File: config.mk
export PLATFORM = sky130hd
export DESIGN_NAME = ifetch_unit
export DESIGN_NICKNAME = d
export VERILOG_FILES = /design/src/rtl/ifetch_unit.sv
export SDC_FILE = /design/constraint.sdc
export NUM_CORES = 1
export LEC_CHECK = 0
export ABC_AREA = 1
export BUFFER_PORTS_ARGS = -buffer_cell sky130_fd_sc_hd__buf_2
export CORE_MARGIN = 8
export CORE_UTILIZATION = 59
export CTS_CLUSTER_DIAMETER = 30
export CTS_CLUSTER_SIZE = 12
export DETAILED_ROUTE_END_ITERATION = 8
export HOLD_SLACK_MARGIN = 0.1
export PLACE_DENSITY_LB_ADDON = 0.08
export SLEW_MARGIN = 20
export SYNTH_ARGS = -nofsm -noshare
export SYNTH_HDL_FRONTEND = slang
export SYNTH_SLANG_ARGS = --single-unit
File: constraint.sdc
create_clock -name clk -period 8.4 [get_ports clk]
set_input_delay 0.42 -clock clk [delete_from_list [all_inputs] [get_ports clk]]
set_output_delay 0.42 -clock clk [all_outputs]
set_load 0.01 [all_outputs]
File: src/rtl/ifetch_unit.sv
// Instruction fetch front end.
// Issues handshaked word fetches to a variable-latency instruction memory,
// holds the returned words with their PCs in a small prefetch FIFO, and
// throws away in-flight and buffered words when execute redirects the PC.
module ifetch_unit #(
  parameter int          DEPTH    = 4,
  parameter logic [31:0] RESET_PC = 32'h0000_0000
) (
  input  logic        clk,
  input  logic        rst_n,
  output logic        mem_req,
  output logic [31:0] mem_addr,
  input  logic        mem_ack,
  input  logic [31:0] mem_rdata,
  input  logic        redirect,
  input  logic [31:0] redirect_pc,
  output logic        ins_valid,
  output logic [31:0] ins,
  output logic [31:0] ins_pc,
  input  logic        ins_ready
);

  localparam int PW = $clog2(DEPTH);
  localparam int CW = PW + 1;

  typedef enum logic [1:0] {
    IDLE = 2'd0,
    REQ  = 2'd1,
    DROP = 2'd2
  } state_e;

  state_e        state_q, state_d;
  logic          mem_req_q, mem_req_d;
  logic [31:0]   mem_addr_q, mem_addr_d;
  logic [31:0]   fetch_pc_q, fetch_pc_d;

  logic [31:0]   buf_ins_q [DEPTH];
  logic [31:0]   buf_pc_q  [DEPTH];
  logic [PW-1:0] wr_ptr_q, wr_ptr_d;
  logic [PW-1:0] rd_ptr_q, rd_ptr_d;
  logic [CW-1:0] count_q, count_d;

  logic          ack_acc;
  logic          push;
  logic          pop;
  logic          slot_free;
  logic [31:0]   redirect_pc_al;
  logic [31:0]   fetch_pc_inc;
  logic          redirect_lsb_unused;

  // Low PC bits from execute carry no information for word fetches.
  assign redirect_pc_al      = {redirect_pc[31:2], 2'b00};
  assign redirect_lsb_unused = ^redirect_pc[1:0];
  assign fetch_pc_inc        = fetch_pc_q + 32'd4;

  // An ack only counts while a request is actually being presented.
  assign ack_acc = mem_req_q & mem_ack;
  assign pop     = ins_valid & ins_ready;
  // Words returned for a request that a redirect has overtaken are dropped.
  assign push    = (state_q == REQ) & ack_acc & ~redirect;

  // Occupancy after this cycle; a slot is free only if it stays below DEPTH,
  // which reserves room for the single outstanding request.
  assign slot_free = (count_d < CW'(DEPTH));

  assign ins_valid = (count_q != '0);
  assign ins       = buf_ins_q[rd_ptr_q];
  assign ins_pc    = buf_pc_q[rd_ptr_q];
  assign mem_req   = mem_req_q;
  assign mem_addr  = mem_addr_q;

  // FIFO bookkeeping: redirect flushes everything, otherwise push/pop step the pointers.
  always_comb begin
    count_d  = count_q;
    wr_ptr_d = wr_ptr_q;
    rd_ptr_d = rd_ptr_q;
    if (redirect) begin
      count_d  = '0;
      wr_ptr_d = '0;
      rd_ptr_d = '0;
    end else begin
      if (push) begin
        wr_ptr_d = wr_ptr_q + PW'(1);
      end
      if (pop) begin
        rd_ptr_d = rd_ptr_q + PW'(1);
      end
      case ({push, pop})
        2'b10:   count_d = count_q + CW'(1);
        2'b01:   count_d = count_q - CW'(1);
        default: count_d = count_q;
      endcase
    end
  end

  // Fetch sequencer: decides when to present a request and where the next PC goes.
  always_comb begin
    state_d    = state_q;
    mem_req_d  = mem_req_q;
    mem_addr_d = mem_addr_q;
    fetch_pc_d = fetch_pc_q;
    case (state_q)
      IDLE: begin
        if (redirect) begin
          fetch_pc_d = redirect_pc_al;
        end else if (slot_free) begin
          mem_addr_d = fetch_pc_q;
          mem_req_d  = 1'b1;
          state_d    = REQ;
        end
      end
      REQ: begin
        if (ack_acc) begin
          if (redirect) begin
            fetch_pc_d = redirect_pc_al;
            mem_req_d  = 1'b0;
            state_d    = IDLE;
          end else begin
            fetch_pc_d = fetch_pc_inc;
            if (slot_free) begin
              mem_addr_d = fetch_pc_inc;
            end else begin
              mem_req_d = 1'b0;
              state_d   = IDLE;
            end
          end
        end else if (redirect) begin
          // Request stays presented until the memory answers it.
          fetch_pc_d = redirect_pc_al;
          state_d    = DROP;
        end
      end
      DROP: begin
        if (redirect) begin
          fetch_pc_d = redirect_pc_al;
        end
        if (ack_acc) begin
          mem_req_d = 1'b0;
          state_d   = IDLE;
        end
      end
      default: begin
        mem_req_d = 1'b0;
        state_d   = IDLE;
      end
    endcase
  end

  // Sequencer and memory interface registers.
  always_ff @(posedge clk or negedge rst_n) begin
    if (!rst_n) begin
      state_q    <= IDLE;
      mem_req_q  <= 1'b0;
      mem_addr_q <= RESET_PC;
      fetch_pc_q <= RESET_PC;
    end else begin
      state_q    <= state_d;
      mem_req_q  <= mem_req_d;
      mem_addr_q <= mem_addr_d;
      fetch_pc_q <= fetch_pc_d;
    end
  end

  // FIFO pointers and occupancy.
  always_ff @(posedge clk or negedge rst_n) begin
    if (!rst_n) begin
      count_q  <= '0;
      wr_ptr_q <= '0;
      rd_ptr_q <= '0;
    end else begin
      count_q  <= count_d;
      wr_ptr_q <= wr_ptr_d;
      rd_ptr_q <= rd_ptr_d;
    end
  end

  // FIFO storage: each entry keeps the word together with the PC it came from.
  always_ff @(posedge clk or negedge rst_n) begin
    if (!rst_n) begin
      for (int i = 0; i < DEPTH; i++) begin
        buf_ins_q[i] <= '0;
        buf_pc_q[i]  <= '0;
      end
    end else if (push) begin
      buf_ins_q[wr_ptr_q] <= mem_rdata;
      buf_pc_q[wr_ptr_q]  <= fetch_pc_q;
    end
  end

endmodule
==> impl_metrics.json, run 1 <==
{
  "rrSetupSlack_ns": 4.11,
  "grt_pass1_vias": 13773,
  "synthesis.area_um2": 15300,
  "wl_per_cell_um": 17.5,
  "first_iter_violations": 1263,
  "clkSinkCount": 330,
  "clock_latency_ns": 0.56,
  "tightest_slew_ns": 1.02,
  "worstPathRequired_ns": 8.88,
  "die_h_um": 177,
  "seqCellArea_um2": 8260,
  "insertedDiodeCount": 0,
  "synth_cell_types": 33,
  "setup_viol": 0,
  "hp-class": "in2reg",
  "ctsHtreeMaxLevel": 3,
  "start_util_pct": 59.4,
  "period_share_pct": 51.0,
  "multi_input_area_um2": 6190,
  "timing.fmax_mhz": 233,
  "yosysTopAreaCell": "dfrtp_1",
  "stdcell_area_um2": 18600,
  "portBuffers": 164,
  "crit_fanout": 48,
  "ys_seq_area_share_pct": 53.9,
  "finalNetCount": 2087,
  "rsz0062_at_grt": "no",
  "drc_errors": 0,
  "fp-row-count": 59,
  "skew_ns": 0.0241,
  "grt_max_degree": 169,
  "final_cells": 2399,
  "pin_count": 167,
  "gp_routability_congestion": 0.928,
  "hpwl_um": 24900,
  "status": "complete, no violations",
  "final_layout_size_suffix_gt1_share_pct": 15.5,
  "fin_ws_ns": 4.11,
  "pre_cts_ws_ns": 4.19,
  "synth_area_leaders": "dfrtp_1 54%, nand2_1 13%, o21ai_1 8.5%",
  "drt_first_pass_iters": 6,
  "layout_commonest_cell": "nand2_1",
  "cts_tree": "done",
  "grt_util_all_layers_pct": 27.2,
  "syn-num-nets": 1956,
  "placedCellCount": 2272,
  "fillCellCount": 1993,
  "end_kind": "flip-flop",
  "maxCapViolCount": 0,
  "tns_ns": 0,
  "cts-root-buf": "clkbuf_16",
  "viasPerCell": 5.76,
  "cellLeakagePower_nw": 9.18,
  "clk_pin_slew_ns": 0.04,
  "antenna_found_initial": 0,
  "peakVddDrop_mv": 0.340,
  "cts_buffers": 69,
  "avgSynthCellArea_um2": 8.15,
  "hold_violations": 0,
  "start_kind": "flip-flop",
  "die_w_um": 177,
  "ant_nets": 0,
  "synth-seq-cells": 330,
  "synth_top_area_share_pct": 53.9,
  "period_needed_ns": 4.29,
  "vias": 13826,
  "netlist_instances": 1878,
  "cts_buffer_depth": 3,
  "utilization_pct": 72.4,
  "slew_viol_final": 0,
  "overflow": 0,
  "final_cell_mix": "509 x nand2_1, 328 x dfrtp_1, 260 x o21ai_1, 195 x o21ai_0, 163 x buf_2",
  "criticalPathCategory": "reg2reg",
  "placed_cell_area_um2": 16200,
  "grt_first_pass_wirelength_um": 69500,
  "die-area_um2": 31400,
  "wl_um": 42000,
  "areaGrowthSynthToFinish_pct": 21.8,
  "slew_headroom_pct": 31.8,
  "powerDensity_nw_per_um2": 355,
  "core_um2": 25800,
  "worst-endpoint-arrival_ns": 4.76,
  "cts_resized": 0,
  "yosysWarnings": 0
}
[flip-flops by register name, indices dropped and copies added, names as in the netlist]
register,count
mem_addr,32
wr_ptr_q,2
mem_req,1
fetch_pc_q,32
buf_ins_q,128
rd_ptr_q,2
buf_pc_q,128
state_q,2
count_q,3
[final cells by class]
type | count | share of cell area, %
Clock inverter | 39 | 2.87
Sequential cell | 330 | 44.3
Inverter | 94 | 1.90
Tap cell | 335 | 2.25
Timing Repair Buffer | 181 | 5.24
Clock buffer | 87 | 10.2
Multi-Input combinational cell | 1333 | 33.2
[through the flow]
| step | power, mW | hold WS (ns) |
|---|---|---|
| after floorplan | 3.21 | 0.124 |
| after global placement | 3.78 | 0.458 |
| after detailed placement | 3.82 | 0.459 |
| after CTS | 6.65 | 0.100 |
| after global routing | 6.98 | 0.122 |
| final | 6.62 | 0.125 |
[report_power, final]
| group | switching, mW | internal (mW) |
|---|---|---|
| clock network | 0.894 | 1.90 |
| logic | 1.08 | 0.553 |
| registers | 0.238 | 1.95 |
[cells in the mapped netlist, drive strengths merged]
| master | instances |
|---|---|
| a211oi | 1 |
| a21oi | 21 |
| a221oi | 2 |
| a22oi | 4 |
| buf | 66 |
| clkbuf | 55 |
| clkinv | 6 |
| dfrtp | 330 |
| ha | 9 |
| inv | 88 |
| nand2 | 514 |
| nand3 | 31 |
| nand3b | 1 |
| nand4 | 9 |
| nor2 | 169 |
| nor3 | 10 |
| o211ai | 7 |
| o21ai | 456 |
| o21bai | 2 |
| o221ai | 2 |
| o22ai | 77 |
| o311ai | 1 |
| xor2 | 17 |
[logic make-up after synthesis]
logic type                 Yosys count  share of synthesized area, %
buffers and inverters              215                          5.83
and+or+nand+nor                    734                          18.8
adders and majority gates            9                         0.735
DFF                                330                          53.9
xor gates and xnor gates            17                         0.972
AOI/OAI and AO/OA                  573                          19.7
[worst max-delay path, stage by stage (launching register included)]
cell and delay, ns:
dfrtp_1 0.41, inv_2 0.10, nor2_2 0.08, buf_4 0.43, inv_2 0.34, nor2_8 0.40, inv_1 0.23, ha_1 0.29
xor2_1 0.16, ha_1 0.18, inv_1 0.06, nand2_1 0.05, nand2_1 0.07, nand3_1 0.07, nand2_1 0.10, nand2_1 0.07
nor2_1 0.16, o21ai_2 0.07, buf_4 0.26, inv_2 0.42, nand3_1 0.13, nand2_1 0.08
[routing by layer]
layer / track usage, % / vias up / part of all wire [%]
met1: 36.0 / 6625 / 43
met2: 43.8 / 557 / 47
li1: - / 6556 / -
met3: 4.99 / 88 / 7.3
met5: 0 / - / 0
met4: 10.8 / 0 / 3.0
[timing repair]
action                                 4_1_cts  5_1_grt
hold buffers                                 1        0
setup buffers                                0        0
endpoints found under the hold margin       93        0
[final timing paths]
path	depth (start not counted)	start	end
setup / recovery	21	state_q[0]	mem_addr[17]
hold / removal	3	redirect_pc[28]	fetch_pc_q[28]
setup reg to reg	21	state_q[0]	mem_addr[17]
hold reg to reg	2	mem_addr[9]	mem_addr[9]
max in group asynchronous	3	rst_n	rd_ptr_q[0]
min in group asynchronous	2	rst_n	buf_ins_q[41]
No activity file was read; power rests on OpenSTA's default activity.
==> inputs of run 2 (changes only) <==
CORE_UTILIZATION = 53   (was 59)
clock period = 3.94 ns   (was 8.4 ns; I/O delays follow)
==> run 2 against run 1 <==
Non-clock buffer count grew 72. Die area grew 10%. Via count is 0.51% higher. Clock power up 120%. Cell area rose by 4.9%. Sequential power increased by 110%. Highest routed layer unchanged. Global-route usage down 2.1 points. Final cell count up 5.2%. Flip-flop and latch count unchanged.
==> impl_metrics.json, run 2 (synthesis results as in run 1) <==
{
  "status": "complete, no violations",
  "hpwl_um": 25700,
  "cts-root-buf": "clkbuf_16",
  "skew_ns": 0.0228,
  "criticalPathCategory": "reg2reg",
  "die-area_um2": 34600,
  "period_share_pct": 73.6,
  "cts_buffers": 72,
  "start_util_pct": 53.6,
  "finalNetCount": 2162,
  "top_regs": "buf_ins_q: 128 flops, buf_pc_q: 128 flops",
  "rsz0062_at_grt": "no",
  "overflow": 0,
  "grt_max_degree": 112,
  "fp-row-count": 62,
  "power.share.clock_pct": 42.8,
  "die_h_um": 186,
  "final_layout_size_suffix_gt1_share_pct": 15.5,
  "portBuffers": 164,
  "worstReg2RegStart": "mem_req",
  "ctsHtreeMaxLevel": 3,
  "hp-start": "redirect",
  "startpoint": "mem_req",
  "critPathSlowestCell": "dfrtp_1",
  "maxCapViolCount": 0,
  "gp_routability_congestion": 0.901,
  "powerDensity_nw_per_um2": 736,
  "switchingPower_mw": 4.71,
  "met1Wirelength_um": 18900,
  "wl_per_cell_um": 17.0,
  "start_kind": "flip-flop",
  "peakVddDrop_mv": 0.489,
  "final_cell_mix": "509 x nand2_1, 328 x dfrtp_1, 260 x o21ai_1, 195 x o21ai_0, 163 x buf_2",
  "p_seq_share_pct": 32.4,
  "fillCellCount": 2326,
  "swShare_pct": 32.7,
  "end_kind": "flip-flop",
  "grt_first_pass_wirelength_um": 69800,
  "clkSinkCount": 330,
  "routed.top_layer": "met4",
  "grt_util_all_layers_pct": 25.1,
  "tns_ns": 0,
  "route.met3.wl_um": 2770,
  "worstPathRequired_ns": 4.43,
  "crit_chain": "nand2_1 > inv_1 > nand2_2 > nor2_8 > inv_1 > ha_1 > xor2_1 > ha_1 > inv_1 > nand3_1 > nand3_1 > nand2_1 > nand2_1 > nor2_1 > o21ai_2 > inv_2 > nand2_1 > nand2_1",
  "slew_headroom_pct": 35.3,
  "clock_latency_ns": 0.56,
  "die_w_um": 186,
  "areaGrowthSynthToFinish_pct": 27.7,
  "core_um2": 28500,
  "setup_viol": 0,
  "layout_commonest_cell": "nand2_1",
  "slew_viol_final": 0,
  "worst-endpoint-arrival_ns": 3.39,
  "grt_pass1_vias": 13719,
  "pre_cts_ws_ns": 1.03,
  "wl_um": 42900,
  "hp-class": "in2reg",
  "viasPerCell": 5.51,
  "clk_pin_slew_ns": 0.05,
  "internal_power_mw": 9.68,
  "ant_nets": 0,
  "met2WireLength_um": 20000,
  "drc_errors": 0,
  "crit_fanout": 28,
  "cts_tree": "done",
  "period_needed_ns": 2.90,
  "tightest_slew_ns": 0.960,
  "fin_ws_ns": 1.04,
  "drt_first_pass_iters": 7,
  "first_iter_violations": 1111,
  "pin_count": 167,
  "max_stage_delay_ns": 0.38,
  "cp_common_cell": "nand2_1",
  "antenna_found_initial": 0,
  "cellLeakagePower_nw": 9.57,
  "vias": 13896,
  "timing.fmax_mhz": 345,
  "insertedDiodeCount": 0,
  "comb_power_share_pct": 24.7,
  "hold_violations": 0,
  "cts_buffer_depth": 3
}
## run 2: changes by cell type in the layout (fill, tap and decap cells not counted), sizes merged
cell	change
buf	+9
bufinv	+1
clkbuf	+5
clkinv	-1
clkinvlp	-1
dlygate4sd3	+63
## run 2: worst max-delay path, delay by kind of cell, from the launching register on
family	cells	cell delay (ns)
xor+xnor	1	0.17
buf+inv	4	0.73
fa+ha+maj	2	0.43
compound gates	1	0.09
flops	1	0.38
simple gates	10	1.00
## run 2: worst paths after layout
path                                      to  slack (ns)  cells after the start
min in group asynchronous       buf_ins_q[9]        0.31                      2
worst min-delay path             rd_ptr_q[1]        0.16                      5
worst max-delay path             mem_addr[6]        1.04                     18
worst max register to register   mem_addr[6]        1.04                     18
max in group asynchronous        rd_ptr_q[1]        2.64                      3
worst min register to register  mem_addr[14]        0.48                      2
## run 2: cell type report
type                    instances  area (um^2)  area share [%]
repair buffers                253         1750            8.93
clock buffers                  92         2020            10.3
flip-flops and latches        330         8260            42.2
multi-input cells            1333         6190            31.7
inverters                      94          354            1.81
clock inverters                38          498            2.55
well taps                     384          480            2.46
## run 2: what timing repair did
item	CTS	global route
hold buffers	64	0
endpoints found under the hold margin	264	0
buffers inserted	0	0
resized for setup	0	0
## run 2: power groups by stage
stage	sequential (mW)	clock (mW)	combinational [mW]
CTS	4.65	6.24	3.57
detailed placement	4.68	0	3.49
finish	4.66	6.16	3.56
floorplan	4.65	0	2.20
global route	4.76	6.41	4.01
global placement	4.67	0	3.43
## run 2: routing by layer
metal	GRT usage (%)	up-vias
met4	9.75	0
met2	40.7	493
li1	-	6702
met1	33.5	6616
met5	0	-
met3	3.83	85
## run 2: metrics by stage
stage	instance area, um^2	utilization [%]	hold slack [ns]	power, mW	instances
3_5_place_dp	16400	57.4	0.331	8.18	2330
4_1_cts	19600	68.5	0.135	14.5	2524
5_1_grt	19600	68.5	0.200	15.2	2524
3_3_place_gp	16400	57.4	0.326	8.11	2330
2_1_floorplan	15300	-	-0.0986	6.85	1878
6_report	19600	68.5	0.161	14.4	2524
==> inputs of run 3 (changes only) <==
clock period = 2.5 ns   (was 3.94 ns; I/O delays follow)
==> run 3 against run 2 <==
Non-clock buffer count grew 31. Clock skew shrank 0.0030 ns. Flip-flop and latch count is the same. Combinational power increased by 73%. Register-to-register slack worse by 1.0 ns. Clock-buffer cell count decreased by 1. Critical path depth is 1 higher. Wire length grew 3.9%. Sequential power grew 58%. Cell area rose by 2.9%. First-iteration DRC count rose by 8.2%. Die area did not move. Largest cell class unchanged.
==> impl_metrics.json, run 3 (synthesis results as in run 1) <==
{
  "vias": 14117,
  "ant_nets": 0,
  "tightest_slew_ns": 0.870,
  "timing.fmax_mhz": 404,
  "finalNetCount": 2196,
  "met1_usage_pct": 33.9,
  "worstReg2RegStart": "mem_req",
  "grt_util_all_layers_pct": 25.7,
  "stdcell_area_um2": 20100,
  "comb_power_share_pct": 26.5,
  "cts-root-buf": "clkbuf_16",
  "rrSetupSlack_ns": 0.03,
  "final_layout_size_suffix_gt1_share_pct": 18.5,
  "period_share_pct": 98.9,
  "switchingPower_mw": 7.72,
  "grt_max_degree": 130,
  "start_kind": "flip-flop",
  "antenna_found_initial": 1,
  "crit_fanout": 6,
  "worst-endpoint-arrival_ns": 2.91,
  "internal_power_mw": 15.5,
  "cellLeakagePower_nw": 9.83,
  "hold_violations": 0,
  "worstPathRequired_ns": 2.93,
  "total_power_mw": 23.2,
  "cts_tree": "done",
  "grt_use_met2_pct": 41.7,
  "core_um2": 28500,
  "grt_pass1_vias": 14027,
  "insertedDiodeCount": 0,
  "hp-class": "in2reg",
  "r2r_cells": 19,
  "die_w_um": 186,
  "placed_cell_area_um2": 16700,
  "wl_um": 44600,
  "cts_buffer_depth": 3,
  "drt_first_pass_iters": 5,
  "slew_viol_final": 0,
  "criticalPathCategory": "reg2reg",
  "end_kind": "flip-flop",
  "cts_buffers": 73,
  "skew_ns": 0.0198,
  "clock_latency_ns": 0.56,
  "final_cell_mix": "483 x nand2_1, 328 x dfrtp_1, 264 x o21ai_1, 191 x o21ai_0, 163 x buf_2",
  "fp-row-count": 62,
  "start_util_pct": 53.6,
  "peakVddDrop_mv": 0.786,
  "final_cells": 2558,
  "period_needed_ns": 2.47,
  "min_to": "fetch_pc_q[4]",
  "overflow": 0,
  "use_met3_pct": 4.76,
  "placedCellCount": 2348,
  "die_h_um": 186,
  "ctsHtreeMaxLevel": 3,
  "viasPerCell": 5.52,
  "drc_errors": 0,
  "grt_busiest_layer": "met2",
  "clkSinkCount": 330,
  "status": "complete, no violations",
  "power.share.clock_pct": 41.7,
  "layout_commonest_cell": "nand2_1",
  "setup_viol": 0,
  "slew_headroom_pct": 42.0,
  "first_iter_violations": 1202,
  "swShare_pct": 33.3,
  "r2r_end": "mem_addr[16]",
  "grt_first_pass_wirelength_um": 71900,
  "hpwl_um": 26500,
  "rsz0062_at_grt": "yes",
  "startpoint": "mem_req",
  "hp-start": "mem_ack",
  "min_path_cells": 6,
  "die-area_um2": 34600,
  "p_seq_share_pct": 31.8,
  "maxCapViolCount": 0,
  "clk_pin_slew_ns": 0.05,
  "pin_count": 167,
  "areaGrowthSynthToFinish_pct": 31.5,
  "wl_per_cell_um": 17.4,
  "portBuffers": 164,
  "gp_routability_congestion": 0.931,
  "powerDensity_nw_per_um2": 1150,
  "top_regs": "buf_ins_q: 128 flops, buf_pc_q: 128 flops"
}
run 3: cell types whose count changed in the layout (fill, tap and decap cells not counted), moves of 3 or more:
cell      previous run  this run
buf_12               7        15
buf_4               18        34
buf_6                0         3
clkinv_2            11        14
inv_1               82        77
inv_2                5         8
nand2_1            509       483
nand2_2              1        21
nand2_4              4        10
o21ai_0            195       191
o21ai_1            260       264
run 3: per-layer routing:
metal	vias up	wire length [um]
met3	103	2970
met2	492	21000
li1	6776	-
met1	6744	19200
met4	2	1410
met5	-	14
run 3: worst max-delay path by stage:
| stage | to | slack [ns] | depth (start not counted) |
|---|---|---|---|
| finish | mem_addr[16] | 0.03 | 19 |
| global route | mem_addr[7] | -0.13 | 19 |
| CTS | mem_addr[30] | 0.0007 | 19 |
| detailed placement | mem_addr[17] | -0.04 | 19 |
| global placement | mem_addr[17] | 0.04 | 18 |
| floorplan | mem_addr[9] | 0.008 | 21 |
run 3: what timing repair did:
item,4_1_cts,5_1_grt
gates resized for setup,2,51
pin swaps,0,13
hold buffers,66,0
hold endpoints to repair,435,0
cloned,0,6
buffers inserted,0,7
endpoints found under the setup margin,25,39
run 3: cell type report:
type / instances / area, um^2
Tap cell: 384 / 480
Clock buffer: 91 / 2030
Sequential cell: 330 / 8260
Multi-Input combinational cell: 1334 / 6350
Clock inverter: 40 / 509
Timing Repair Buffer: 284 / 2130
Timing Repair inverter: 1 / 8.76
Fill cell: 2296 / 8410
Inverter: 94 / 364
run 3: power groups by stage:
stage	registers (mW)	clock network (mW)	logic, mW
floorplan	7.33	0	3.53
detailed placement	7.38	0	5.73
global placement	7.37	0	5.63
finish	7.38	9.68	6.15
CTS	7.34	9.82	5.86
global route	7.53	10.1	6.85
run 3: stage by stage:
step	utilization [%]	hold slack, ns	setup TNS (ns)	worst slack (ns)
CTS	69.6	0.139	0	0.000677
finish	70.5	0.174	0	0.0268
detailed placement	58.3	0.166	-0.129	-0.0399
global placement	58.3	0.172	0	0.0378
global route	70.5	0.215	-3.17	-0.127
floorplan	-	-0.171	0	0.00824
run 3: critical path, cell delays in order (launching register included):
cell	delay [ns]
dfrtp_1	0.38
nand2_2	0.08
inv_2	0.08
nand2_4	0.07
nor2_8	0.10
inv_4	0.04
ha_4	0.16
xor2_1	0.14
ha_2	0.17
inv_2	0.06
nand2_2	0.06
nand2_2	0.08
nand3_2	0.07
nand2_2	0.10
nand2_2	0.07
nor2_4	0.19
o21ai_4	0.18
clkbuf_16	0.23
nand2_2	0.05
o21ai_1	0.05
